--- src/rtl/comp_pkg.sv ---
// Shared types and constants for the comparator stimulus/checker block.
package comp_pkg;

  localparam int         WIDTH_DEF     = 8;
  // Feedback taps: bits 7, 5, 4, 3.
  localparam logic [7:0] LFSR_TAPS     = 8'b1011_1000;
  localparam logic [7:0] LFSR_SEED_DEF = 8'h01;
  localparam logic [7:0] B_XOR_MASK    = 8'hA5;

  typedef enum logic [2:0] {
    S_IDLE,
    S_DRIVE,
    S_WAIT,
    S_CHECK,
    S_DONE
  } state_t;

  // An all-zero seed would lock the LFSR, so substitute the default.
  function automatic logic [7:0] seed_fix(input logic [7:0] s);
    return (s == 8'h00) ? LFSR_SEED_DEF : s;
  endfunction

  function automatic logic [7:0] bit_rev8(input logic [7:0] v);
    logic [7:0] r;
    for (int i = 0; i < 8; i++) r[i] = v[7-i];
    return r;
  endfunction

endpackage

--- src/rtl/comp_lfsr8.sv ---
// 8-bit Fibonacci LFSR, shift left, feedback into bit 0.
module comp_lfsr8
  import comp_pkg::*;
(
  input  logic       clk,
  input  logic       rst_n,
  input  logic       load,
  input  logic [7:0] seed,
  input  logic       advance,
  output logic [7:0] state
);

  logic fb;
  assign fb = ^(state & LFSR_TAPS);

  // Load takes priority over advance; zero seed is replaced by the default.
  always_ff @(posedge clk or negedge rst_n) begin
    if (!rst_n)       state <= LFSR_SEED_DEF;
    else if (load)    state <= seed_fix(seed);
    else if (advance) state <= {state[6:0], fb};
  end

endmodule

--- config.mk ---
export PLATFORM = sky130hd
export DESIGN_NAME = comp_lfsr8
export DESIGN_NICKNAME = d
export VERILOG_FILES = /design/src/rtl/comp_pkg.sv /design/src/rtl/comp_lfsr8.sv
export SDC_FILE = /design/constraint.sdc
export NUM_CORES = 1
export LEC_CHECK = 0
export CAP_MARGIN = 20
export CORE_AREA = 2 2 39 41
export DETAILED_ROUTE_END_ITERATION = 8
export DIE_AREA = 0 0 41 43
export PLACE_DENSITY = 0.67
export SKIP_CTS_REPAIR_TIMING = 1
export SYNTH_ARGS = -nofsm -noshare
export SYNTH_HDL_FRONTEND = slang
export SYNTH_SLANG_ARGS = --single-unit
--- constraint.sdc ---
create_clock -name clk -period 0.9 [get_ports clk]
set_input_delay 0.27 -clock clk [delete_from_list [all_inputs] [get_ports clk]]
set_output_delay 0.27 -clock clk [all_outputs]
set_load 0.01 [all_outputs]
=== After elaboration in Yosys (flattened, before gate mapping) ===
Index checks and enable logic that the tools add are counted.
Widths: inputs -> output; s select.

* Muxes and demuxes: 3
* Reductions and logical operators: 3

{| class="wikitable"
|+ Operators by type and width
! operator !! number
|-
| $mux 8 || 3
|-
| $logic_not 8->1 || 1
|-
| $reduce_xor 8->1 || 1
|-
| $reduce_bool 2->1 || 1
|}

* Logic and storage cells: 7
* Flip-flop bits (word level): 8
* Input port bits: 12
* Output and inout bits: 8

=== Logic depth before layout (Yosys ltp) ===
* Word-level depth: 3
* Mapped depth: 3
* Depth with buffers taken out: 3

=== Worst setup path before layout ===
OpenSTA, ideal clock, no wires.

* Path kind: flip-flop to flip-flop
* Start: register state[4]
* End: register state[0]
* Required time: 0.819 ns
* Setup time: 0.081 ns
* Stages on the path, launching flop included: 4
* Arrival: 0.938 ns
* Buffers on the path: 0
* Path slack: -0.119 ns
* Period minus slack after synthesis: 1.019 ns
* Cell sequence: dfrtp_1 -> xor2_1 -> xnor2_1 -> a211oi_2

* Word-level cells in the longest chain between the ends: 3

{| class="wikitable"
|+ Ends and longest elaborated chain
! what !! line !! source
|-
| start: declaration || comp_lfsr8.sv:10 || <nowiki>output logic [7:0] state</nowiki>
|-
| start signal: assignment || comp_lfsr8.sv:19 || <nowiki>else if (load) state <= seed_fix(seed);</nowiki>
|-
| start signal: assignment || comp_lfsr8.sv:20 || <nowiki>else if (advance) state <= {state[6:0], fb};</nowiki>
|-
| $reduce_xor 8->1 || comp_lfsr8.sv:14 || <nowiki>assign fb = ^(state & LFSR_TAPS);</nowiki>
|-
| $mux 8 || comp_lfsr8.sv:20 ||
|-
| $mux 8 || comp_lfsr8.sv:19 ||
|}

Every way passes these cells. The select of a mux whose other input is x is not followed.
A chain may end at the register's enable or synchronous reset.

=== Worst setup path after layout ===
* Start: register state[0]
* End: output state[0]

No word-level cell between the ends.

==> run summary <==
status -> finished, violations left
violated checks -> setup timing
Die ar. -> 0.001763 mm^2
total gr overflow -> 0
num rows -> 14
Die Ht -> 43 um
1st-pass router iterations -> 4
depth of the CTS H-tree -> 1
chip width -> 41 um
clk_skew -> 0.003979 ns
CTS tree -> done
worst reg2reg endpoint -> state[0]
Layout Nets -> 95
R2R cell count -> 4
Clk Tree Root Cell -> clkbuf_4
number of I/O pins -> 20
final WL -> 1253 um
DP Worst Slack -> -0.4302 ns
count of endpoints failing hold in the final timing report -> 0
max FFs per register -> 8
Worst setup EP type -> output port
Worst-path clk slew -> 0.06 ns
Yosys cell types -> 14
final core utilization -> 0.5759
crit-path cells -> buf_6
Post-Synthesis Cells -> 41
pin count of the biggest net entering global routing -> 14
FMAX -> 0.8521 GHz
Placeable Area -> 0.001384 mm^2
WL/cell -> 12.79 um
synth-to-layout area growth -> 91.87%
crit path buf inv count -> 1
final setup margin -> -0.2736 ns
# setup viols final -> 10
Synth area leader -> dfrtp_1
Min-Delay Path Class -> in2async
Starting DRT DRC Count -> 4
number of global-route vias before repair -> 424
GPL Wtd Cong -> 0.8141
Detailed Place HPWL -> 860 um
Worst Path Arrival -> 0.90 ns
minimum clock period after layout -> 1.174 ns
Num CTS Buffers -> 3
Worst path max stage delay -> 0.54 ns
Starting Density -> 0.3002
CTS sink cnt -> 8
# diodes -> 0
pins over their slew limit -> 0
worst path required time -> 0.63 ns
first-pass GRT wire length -> 1718 um
DRC errors left -> 0
commonest non-fill, non-tap cell in the layout -> buf_4
worst skew pair latency -> 0.26 ns
top-area cell type share of the netlist area -> 0.4217
Vias/cell -> 4.571
routed vias -> 448
CP top delay family -> flip-flops
R2R Path Start -> state[3]
CP max-delay cell -> dfstp_2
area post-placement -> 735.7 um^2
syn nets -> 53
Reg with most FFs -> state
unrepaired setup endpoints after global routing -> yes
DRT antenna net count -> 0
share of layout cells above drive strength 1 -> 0.4268
initial antenna violation count -> 0
Crit Path Max Fanout -> 2
VDD IR max -> 0.6930 mV
Synth Cell Area -> 415.4 um^2
Worst-Margin Slew -> 0.2022 ns
Global Route Usage Sum -> 0.1486
most frequent cells in the layout -> buf_4 (12), clkdlybuf4s50_1 (9), buf_6 (8)
Worst R2R Setup Slack -> -0.18 ns
sequential area share after synthesis -> 0.4849
CP Launch Type -> flip-flop
top cells by area, synth -> dfrtp_1 (42%), mux2i_1 (17%), o21ai_0 (8.4%)
post-synthesis register bit count -> 8
Clock Tree Buf Depth -> 2
mean area per synthesized cell -> 10.13 um^2
max_slew headroom -> 0.8641
Ys Warns -> 0
Port-buffer cells -> 19
power per cell area -> 1464 mW/mm^2
final period utilization -> 1.304
critical path type -> reg2out
top flop regs -> state (8)
Finished Cell Area -> 797.0 um^2
total power draw -> 1.167 mW
Max Cap Viol -> 0
Pleak -> 0.3993 nW
## metal layers
layer  track usage  vias up  routed length [um]
met5             0        -                   0
met4        0.1000        0                   0
met3       0.03665        0                  68
met2        0.2094       14                 628
met1        0.1908      210                 556
li1              -      224                   -
## area by class of cell
cell class	instances	area [um^2]
clock buffers	4	26.28
fillers	136	586.8
multi-input cells	31	214.0
flip-flops and latches	8	201.4
well taps	16	20.02
repair buffers	39	335.3
## stage by stage
stage	hold WS, ns	std cells	TNS (ns)
after floorplan	-0.02559	41	-0.08140
after global placement	0.6429	90	-5.217
after detailed placement	0.6438	90	-5.298
after CTS	0.3704	94	-5.556
after global routing	0.3712	98	-1.961
final	0.3650	98	-1.580
## worst max path at each step
stage             start  cells after the start  slack [ns]        to
2_1_floorplan  state[3]                      3       -0.08  state[0]
3_3_place_gp    advance                      4       -0.41  state[6]
3_5_place_dp    advance                      4       -0.43  state[6]
4_1_cts        state[0]                      1       -0.69  state[0]
5_1_grt        state[0]                      1       -0.30  state[0]
6_report       state[0]                      1       -0.27  state[0]
## cell usage after synthesis
cell      n
mux2i_1   7
nor2b_1   1
nand2b_1  1
dfstp_2   1
a21oi_1   1
nor4_1    1
buf_2     2
nor3_1    2
xor2_1    2
dfrtp_1   7
a211oi_2  1
o21ai_0   7
nand2_1   7
xnor2_1   1
## report_power, final
part           leakage [nW]  internal (mW)  switching (mW)
Sequential           0.0954          0.407          0.0283
Clock                0.0150          0.171           0.144
Combinational         0.289          0.249           0.168
Total                 0.399          0.827           0.340
## kinds of logic (layout without fill, tap and decap cells)
family	after synthesis	count (layout)	share of synthesized area
AOI/OAI and AO/OA	9	9	0.1265
xor gates and xnor gates	3	3	0.06326
buffers and inverters	2	43	0.02410
DFF	8	8	0.4850
muxes	7	7	0.1687
and+or+nand+nor	12	12	0.1326
Power figures use the tool's default switching activity.
